File: config.mk
export PLATFORM = sky130hd
export DESIGN_NAME = ps2_scancode_rx
export DESIGN_NICKNAME = d
export VERILOG_FILES = /design/src/rtl/ps2_scancode_rx.sv
export SDC_FILE = /design/constraint.sdc
export NUM_CORES = 1
export LEC_CHECK = 0
export BUFFER_PORTS_ARGS = -buffer_cell sky130_fd_sc_hd__buf_2
export CORE_ASPECT_RATIO = 1.75
export CORE_MARGIN = 3
export CORE_UTILIZATION = 30
export DETAILED_ROUTE_END_ITERATION = 10
export PLACE_DENSITY = 0.5
export REMOVE_ABC_BUFFERS = 1
export SYNTH_ARGS = -nofsm -noshare
export SYNTH_HDL_FRONTEND = slang
export SYNTH_SLANG_ARGS = --single-unit
File: constraint.sdc
create_clock -name clk -period 1.95 [get_ports clk]
set_input_delay 0.39 -clock clk [delete_from_list [all_inputs] [get_ports clk]]
set_output_delay 0.39 -clock clk [all_outputs]
set_load 0.02 [all_outputs]
File: src/rtl/ps2_scancode_rx.sv
// PS/2 keyboard receiver: conditions the raw pins, deserialises 11-bit frames and
// turns E0/F0-prefixed scan codes into one-cycle make/break strobes.
module ps2_scancode_rx #(
    parameter int FILTER_LEN  = 8,
    parameter int TIMEOUT_CYC = 200000
) (
    input  logic       clk,
    input  logic       rst_n,
    input  logic       ps2_clk,
    input  logic       ps2_data,
    output logic [7:0] key,
    output logic       key_ext,
    output logic [7:0] rel,
    output logic       rel_ext,
    output logic       err
);
    localparam int FW = (FILTER_LEN > 1) ? $clog2(FILTER_LEN) : 1;
    localparam int TW = $clog2(TIMEOUT_CYC + 1);
    localparam logic [FW-1:0] FMAX = FW'(FILTER_LEN - 1);
    localparam logic [TW-1:0] TMAX = TW'(TIMEOUT_CYC - 1);

    typedef enum logic [1:0] {IDLE, DATA, PARITY, STOP} state_t;

    logic          clk_s1, clk_s2, dat_s1, dat_s2;
    logic          filt;
    logic [FW-1:0] fcnt;
    logic          fall;
    state_t        state;
    logic [2:0]    bitcnt;
    logic [7:0]    shreg;
    logic          par;
    logic          brk_flag, ext_flag;
    logic [TW-1:0] tcnt;

    always_ff @(posedge clk) begin
        if (!rst_n) begin
            {clk_s1, clk_s2} <= 2'b11;
            {dat_s1, dat_s2} <= 2'b11;
        end else begin
            clk_s1 <= ps2_clk;
            clk_s2 <= clk_s1;
            dat_s1 <= ps2_data;
            dat_s2 <= dat_s1;
        end
    end

    // The filtered clock only follows after FILTER_LEN consecutive disagreeing samples.
    always_ff @(posedge clk) begin
        if (!rst_n) begin
            filt <= 1'b1;
            fcnt <= '0;
        end else if (clk_s2 == filt) begin
            fcnt <= '0;
        end else if (fcnt == FMAX) begin
            filt <= clk_s2;
            fcnt <= '0;
        end else begin
            fcnt <= fcnt + 1'b1;
        end
    end

    assign fall = filt && !clk_s2 && (fcnt == FMAX);

    // Payload capture carries no reset; a restarted frame overwrites it anyway.
    always_ff @(posedge clk) begin
        if (fall && state == DATA)   shreg <= {dat_s2, shreg[7:1]};
        if (fall && state == PARITY) par   <= dat_s2;
    end

    always_ff @(posedge clk) begin
        if (!rst_n) begin
            state    <= IDLE;
            bitcnt   <= '0;
            brk_flag <= 1'b0;
            ext_flag <= 1'b0;
            tcnt     <= '0;
            key      <= '0;
            key_ext  <= 1'b0;
            rel      <= '0;
            rel_ext  <= 1'b0;
            err      <= 1'b0;
        end else begin
            key     <= '0;
            key_ext <= 1'b0;
            rel     <= '0;
            rel_ext <= 1'b0;
            err     <= 1'b0;

            if (state == IDLE || fall) tcnt <= '0;
            else                       tcnt <= tcnt + 1'b1;

            if (state != IDLE && !fall && tcnt == TMAX) begin
                state    <= IDLE;
                err      <= 1'b1;
                brk_flag <= 1'b0;
                ext_flag <= 1'b0;
            end else if (fall) begin
                case (state)
                    IDLE: begin
                        if (!dat_s2) begin
                            state  <= DATA;
                            bitcnt <= '0;
                        end else begin
                            err <= 1'b1;
                        end
                    end
                    DATA: begin
                        bitcnt <= bitcnt + 1'b1;
                        if (bitcnt == 3'd7) state <= PARITY;
                    end
                    PARITY: state <= STOP;
                    STOP: begin
                        state <= IDLE;
                        // Odd parity: data plus parity bit must hold an odd number of ones.
                        if (!dat_s2 || !(^{shreg, par})) begin
                            err      <= 1'b1;
                            brk_flag <= 1'b0;
                            ext_flag <= 1'b0;
                        end else if (shreg == 8'hE0) begin
                            ext_flag <= 1'b1;
                        end else if (shreg == 8'hF0) begin
                            brk_flag <= 1'b1;
                        end else if (shreg == 8'h00) begin
                            err      <= 1'b1;
                            brk_flag <= 1'b0;
                            ext_flag <= 1'b0;
                        end else if (brk_flag) begin
                            rel      <= shreg;
                            rel_ext  <= ext_flag;
                            brk_flag <= 1'b0;
                            ext_flag <= 1'b0;
                        end else begin
                            key      <= shreg;
                            key_ext  <= ext_flag;
                            ext_flag <= 1'b0;
                        end
                    end
                    default: state <= IDLE;
                endcase
            end
        end
    end
endmodule
==> parameters.txt, run 1 <==
Parameter                              Value

STA
  Hold violation count in the final report    0
  Tcrit/Tclk final    between 90% and 100%
  Unrepaired setup endpoints after global routing    false
  Maximum clock skew at final layout    0.00673 ns
  Endpoints failing setup    0
  Crit path time final    between 1.5 and 2 ns
  Total Negative Setup Slacks    0 ns
  Transition time at the pin with the least slew margin    around 0.38 ns
  Achievable Freq    0.563 GHz
  Smallest hold slack    roughly 0.24 ns
  Final-report max-slew violation count    0
  Worst slew margin relative to its limit    approximately three quarters

Final layout
  Layout-stage area growth over the synthesis result    22.2%
  Total of fill cells in the finished design    approximately 800
  Total number of nets in the final design    between 200 and 300
  Total area of multi-input combinational cells    between 1000 and 1500 sq um
  Diodes inserted    0
  Most frequent standard cell in the layout excluding fill and tap cells    sky130_fd_sc_hd__dfxtp_1
  Commonest cells after routing, fill and taps aside    52 x sky130_fd_sc_hd__dfxtp_1, 22 x sky130_fd_sc_hd__buf_2, 19 x sky130_fd_sc_hd__nor3_1
  Register area    roughly 1300 sq um
  Share of post-route cells with drive strength above 1    around 18%

Synth
  Post-synthesis cell type count    45
  Post-Syn Instances    240
  Mean instance size in the synthesized netlist    ~10 sq um
  Count of yosys warnings during synthesis    0
  Share of async-settable or async-resettable flops after synthesis    0%
  Netlist area before placement    approximately 2500 sq um
  Number of enable-type register cells in the synthesized netlist    9
  FF+latch count, synth    between 60 and 70
  Proportion of synthesized chip area in sequential cells    52.3%
  Most used DFF post-synth    sky130_fd_sc_hd__dfxtp_1

Setup path
  Worst path bufs/invs    1
  Cell-by-cell listing of the critical path    xor2_1, xnor3_1, mux2i_4, buf_4, nor3_1
  Critical Path End Type    flop
  Top Family by Delay on Critical Path    XOR/XNOR gates
  Worst stage delay on the critical path    around 0.5 ns
  Arrival @ worst endpoint    between 2 and 2.5 ns
  Cell with the largest stage delay on the worst path    sky130_fd_sc_hd__xnor3_1
  Critical Path Fanout Max    8
  Data required, critical path    roughly 2.2 ns
  Startpoint types    flop
  Path type of the worst setup path    reg2reg

Drt
  Vias    around 1800
  Final WL    just under 5 mm
  Initial detailed-routing violation count    90
  Vias per cell    4.87
  Number of DRC violations after detailed routing    0
  Total iterations of the first detailed-routing run    4
  Routed len/inst    between 10 and 15 um
  Antenna violation net count after detailed routing    0

Clock tree
  Number of post-CTS setup repair buffers    0
  TritonCTS buffer count    9
  Cell at the root of the clock tree    sky130_fd_sc_hd__clkbuf_16
  Maximum buffer depth of the clock tree    2
  Clock slew at reported path FFs    approximately 0.050 ns
  Clk Latency, worst-skew pair    between 0.3 and 0.4 ns
  # clock sinks    61
  Cells resized by post-CTS repair    0
  Clock tree from TritonCTS    yes
  Deepest level of the CTS H-tree    3
  Post-cts hold buffer count    0

Placed design
  Routability cong.    just under 0.8
  PortBufs    22
  Sum of net half-perimeters after detailed placement    3.58 mm

Run
  Number of max-cap violations    0

Power
  Leakage power of the design    roughly 1.2 nW
  Total power after layout    between 2 and 3 mW
  Total power divided by cell area    between 900 and 1000 nW/um^2
  Maximum resistive drop on vdd    between 400 and 500 uV

Floorplanning
  Effective utilization at floorplan    31.2%
  Die outline area    approximately 9500 sq um
  Number of top-level design ports    23
  Total core area    ~8000 sq um
  Horizontal die dimension    between 70 and 80 um
  Floorplan die height    ~130 um
  Num rows    43

Status
  Result of the run    complete, no violations

Global route
  All-Layer GR Usage    a little under an eighth
  Number of antenna violations at the first check in global routing    0
  Largest net degree at the start of global routing    18
  Number of global-route vias before repair    between 1500 and 2000
  Wire length of the first global-routing pass    between 8 and 9 mm
  Overflow left after global routing    0

Min path
  Worst hold-check path type    in2reg
## state kept, by name (all words and copies together) (netlist names), 2 cells and up
| signal | flops |
|---|---|
| key | 8 |
| shreg | 8 |
| rel | 8 |
| bitcnt | 3 |
| state | 2 |
| fcnt | 3 |
| tcnt | 18 |
## worst paths after layout
check / startpoint / end / slack, ns / depth (start not counted)
worst max-delay path: shreg[3] / rel_ext / 0.17 / 5
worst min-delay path: ps2_data / dat_s1 / 0.24 / 2
worst max register to register: shreg[3] / rel_ext / 0.17 / 5
worst min register to register: clk_s1 / clk_s2 / 0.40 / 1
## cells in the mapped netlist (6+ instances only)
master,count,area share (%)
sky130_fd_sc_hd__ha_1,10,5.0
sky130_fd_sc_hd__a21oi_1,10,2.0
sky130_fd_sc_hd__nor3_1,19,3.8
sky130_fd_sc_hd__xor2_1,8,2.8
sky130_fd_sc_hd__nor2_1,14,2.1
sky130_fd_sc_hd__o21ai_0,7,1.4
sky130_fd_sc_hd__dfxtp_1,52,42
sky130_fd_sc_hd__or3_1,6,1.5
sky130_fd_sc_hd__nand4_1,10,2.5
sky130_fd_sc_hd__inv_1,15,2.2
sky130_fd_sc_hd__nand2_1,12,1.8
sky130_fd_sc_hd__and3_1,9,2.2
sky130_fd_sc_hd__edfxtp_1,9,11
## metal layers
layer | up-vias | share of wire [%] | GRT usage, %
li1 | 931 | - | -
met1 | 830 | 39 | 12.9
met2 | 41 | 54 | 20.0
met3 | 13 | 3.9 | 2.38
met4 | 0 | 3.1 | 8.18
met5 | - | 0 | 0
## power by group
group	internal, mW	total, mW	switching [mW]
combinational	0.0112	0.0260	0.0148
sequential	1.28	1.28	0.00251
clock	0.986	1.50	0.512
## worst register-to-register path, cell delays in order, from the launching register on
cell	delay, ns
sky130_fd_sc_hd__edfxtp_1	0.45
sky130_fd_sc_hd__xor2_1	0.18
sky130_fd_sc_hd__xnor3_1	0.50
sky130_fd_sc_hd__mux2i_4	0.23
sky130_fd_sc_hd__buf_4	0.18
sky130_fd_sc_hd__nor3_1	0.17
## per-stage QoR
step / setup slack (ns) / std cells / cell area (sq um) / util (%)
4_1_cts: 0.143 / 373 / 3060 / 38.2
2_1_floorplan: 0.156 / 233 / 2470 / -
6_report: 0.173 / 373 / 3060 / 38.2
3_5_place_dp: 0.147 / 357 / 2780 / 34.7
3_3_place_gp: 0.177 / 357 / 2780 / 34.7
5_1_grt: 0.0237 / 373 / 3060 / 38.2
## logic make-up after synthesis
group / count (synthesis) / synth area share, %
mux: 3 / 1.90
fa+ha+maj: 10 / 5.00
xor+xnor: 16 / 7.29
flops: 61 / 52.3
compound gates: 30 / 8.04
simple gates: 98 / 21.8
buf+inv: 22 / 3.65
## cell type report
type / count / share of cell area [%]
clock buffer: 14 / 7.97
clock inverter: 2 / 1.14
inverter: 15 / 1.84
multi-input combinational: 157 / 36.0
sequential: 61 / 42.8
tap: 90 / 3.68
timing repair buffer: 34 / 6.54
Note: power is estimated with default switching activity, not from simulation.
==> run 2, diff against run 1 <==
--- a/config.mk
+++ b/config.mk
@@ -6,11 +6,14 @@
 export NUM_CORES = 1
 export LEC_CHECK = 0
 export BUFFER_PORTS_ARGS = -buffer_cell sky130_fd_sc_hd__buf_2
+export CELL_PAD_IN_SITES_DETAIL_PLACEMENT = 1
+export CELL_PAD_IN_SITES_GLOBAL_PLACEMENT = 1
 export CORE_ASPECT_RATIO = 1.75
 export CORE_MARGIN = 3
 export CORE_UTILIZATION = 30
 export DETAILED_ROUTE_END_ITERATION = 10
-export PLACE_DENSITY = 0.5
+export PLACE_DENSITY = 0.59
+export RECOVER_POWER = 100
 export REMOVE_ABC_BUFFERS = 1
 export SYNTH_ARGS = -nofsm -noshare
 export SYNTH_HDL_FRONTEND = slang
==> run 2 against run 1 <==
Net effect:
- sequential power barely moved
- design area rose by 1.4%
- non-clock buffer count rose by 2
- critical path depth is the same
- critical path type unchanged
- largest power group unchanged
- cell count rose by 0.54%
- highest routed layer unchanged
- first-iteration DRC count decreased by 22%
==> parameters.txt, run 2 (synthesis gave the netlist of run 1 again) <==
Parameter                              Value

Power
  Power share of the sequential group    ~43%
  Sw Ratio    between 20% and 30%
  Cell-internal power    between 2 and 2.5 mW
  Total power after layout    2.98 mW
  Relative contribution of combinational cells to total power    0.9%
  Total power divided by cell area    approximately 960 nW/um^2
  Switching component of the power    between 600 and 700 uW
  Maximum resistive drop on vdd    435 uV
  Leakage power of the design    between 1 and 1.5 nW
  Share of total power in the clock network    between 50% and 60%

STA
  Unrepaired setup endpoints after global routing    false
  Achievable Freq    about 0.53 GHz
  Endpoints failing setup    0
  Maximum clock skew at final layout    about 0.0050 ns
  Tcrit/Tclk final    approximately 97%
  Smallest hold slack    around 0.24 ns
  Final-report max-slew violation count    0
  Crit path time final    about 1.9 ns
  Hold violation count in the final report    0
  Worst slew margin relative to its limit    a little under three fifths
  Transition time at the pin with the least slew margin    0.656 ns
  Total Negative Setup Slacks    0 ns

Setup path
  Minimum setup slack among reg-to-reg paths    between 0.05 and 0.06 ns
  Reg-to-reg critical path startpoint    shreg[0]
  Cell with the largest stage delay on the worst path    sky130_fd_sc_hd__edfxtp_1
  Path type of the worst setup path    reg2reg
  Data required, critical path    between 2 and 2.5 ns
  Worst reg2reg path depth    5
  Endpoint of the worst-slack reg-to-reg timing path    err
  Critical Path End Type    flop
  Critical Path Fanout Max    19
  Arrival @ worst endpoint    approximately 2.1 ns
  Worst stage delay on the critical path    0.49 ns
  Startpoint types    flop
  Cell-by-cell listing of the critical path    xor3_1, a211oi_2, mux2i_4, buf_12, a32o_1

Floorplanning
  Effective utilization at floorplan    roughly 31%
  Floorplan die height    ~130 um
  Number of top-level design ports    23
  Total core area    8020 sq um
  Num rows    43
  Die outline area    ~9500 sq um
  Horizontal die dimension    approximately 75 um

Placed design
  Routability cong.    0.711
  Standard cell area after detailed placement    2780 sq um
  PortBufs    22
  Sum of net half-perimeters after detailed placement    a little over 4 mm

Drt
  Total iterations of the first detailed-routing run    4
  Vias per cell    5.14
  Final WL    around 6 mm
  Routed len/inst    between 15 and 20 um
  Antenna violation net count after detailed routing    0
  Initial detailed-routing violation count    70
  Vias    1926
  Number of DRC violations after detailed routing    0

Clock tree
  Clock tree from TritonCTS    yes
  TritonCTS buffer count    9
  Cell at the root of the clock tree    sky130_fd_sc_hd__clkbuf_16
  Deepest level of the CTS H-tree    3
  Clock slew at reported path FFs    about 0.060 ns
  Maximum buffer depth of the clock tree    2
  Clk Latency, worst-skew pair    ~0.33 ns
  # clock sinks    61

Global route
  Overflow left after global routing    0
  All-Layer GR Usage    approximately 15%
  Number of antenna violations at the first check in global routing    0
  Wire length of the first global-routing pass    10.5 mm
  Largest net degree at the start of global routing    20
  Number of global-route vias before repair    around 2100

Final layout
  Diodes inserted    0
  Total number of nets in the final design    294
  Max reg flops    18
  Share of post-route cells with drive strength above 1    a little over an eighth
  Most frequent standard cell in the layout excluding fill and tap cells    sky130_fd_sc_hd__dfxtp_1
  Non-Filler Cell Area, Final    a little over 3000 sq um
  Most flop-heavy register    tcnt
  Commonest cells after routing, fill and taps aside    52 x sky130_fd_sc_hd__dfxtp_1, 22 x sky130_fd_sc_hd__clkbuf_1, 19 x sky130_fd_sc_hd__nor3_1
  Total of fill cells in the finished design    between 900 and 1000
  Layout-stage area growth over the synthesis result    23.9%

Min path
  Hold Path Depth    2
  Min-delay src    ps2_clk
  Sink of the worst hold path    clk_s1
  Worst hold-check path type    in2reg

Run
  Number of max-cap violations    0

Status
  Result of the run    complete, no violations
==> run 2: changes by cell type in the layout (fill, tap and decap cells not counted), moves of 2 or more <==
cell                       change
sky130_fd_sc_hd__buf_4         -3
sky130_fd_sc_hd__and2_0        +2
sky130_fd_sc_hd__clkbuf_1     +17
sky130_fd_sc_hd__clkinv_4      +2
sky130_fd_sc_hd__and2_1        -2
sky130_fd_sc_hd__clkbuf_2      +2
sky130_fd_sc_hd__buf_2        -20
==> run 2: area by class of cell <==
cell class,count,area (sq um),share of cell area (%)
Inverter,15,56.3,1.81
Clock buffer,10,250,8.06
Timing Repair Buffer,36,190,6.13
Clock inverter,6,68.8,2.22
Multi-Input combinational cell,157,1110,35.9
Sequential cell,61,1310,42.2
Tap cell,90,113,3.63
==> run 2: how the worst max path moves through the flow <==
stage              from  end  slack, ns  depth (start not counted)
3_5_place_dp   shreg[6]  err      -0.06                          4
3_3_place_gp   shreg[6]  err       0.05                          4
2_1_floorplan  shreg[2]  err       0.16                          4
6_report       shreg[0]  err       0.06                          5
4_1_cts        shreg[6]  err       0.07                          5
5_1_grt        shreg[0]  err      0.001                          5
==> run 2: routing by layer <==
metal  up-vias  part of all wire [%]  GRT usage [%]
met1       947                    36           15.1
li1        940                     -              -
met4         0                   3.1           8.81
met3        11                   2.5           2.62
met5         -                     0              0
met2        28                    58           26.3
==> run 2: power groups by stage <==
stage	registers (mW)	clock network, mW	logic (mW)
finish	1.28	1.67	0.0269
global route	1.28	1.78	0.0310
CTS	1.28	1.71	0.0279
detailed placement	1.31	0	0.0255
global placement	1.31	0	0.0251
floorplan	1.31	0	0.0132
==> run 2: what timing repair did <==
action                                  4_1_cts  5_1_grt
hold buffers                                  0        0
endpoints found under the setup margin       19       16
setup buffers                                 1        1
gates resized for setup                       0        3
gates cloned                                  0        0
pin swaps                                     0        1
==> run 2: critical path, delay by kind of cell (launching register included) <==
kind                   cells  cell delay (ns)
AO/OA/AOI/OAI              2             0.55
buffers and inverters      1             0.17
flip-flops                 1             0.49
XOR/XNOR                   1             0.45
multiplexers               1             0.12
==> run 2: per-stage QoR <==
| step | utilization (%) | cells | setup slack [ns] |
|---|---|---|---|
| finish | 38.7 | 375 | 0.0588 |
| CTS | 38.9 | 374 | 0.0676 |
| floorplan | - | 233 | 0.156 |
| detailed placement | 34.7 | 357 | -0.0572 |
| global route | 38.7 | 375 | 0.00147 |
| global placement | 34.7 | 357 | 0.0456 |
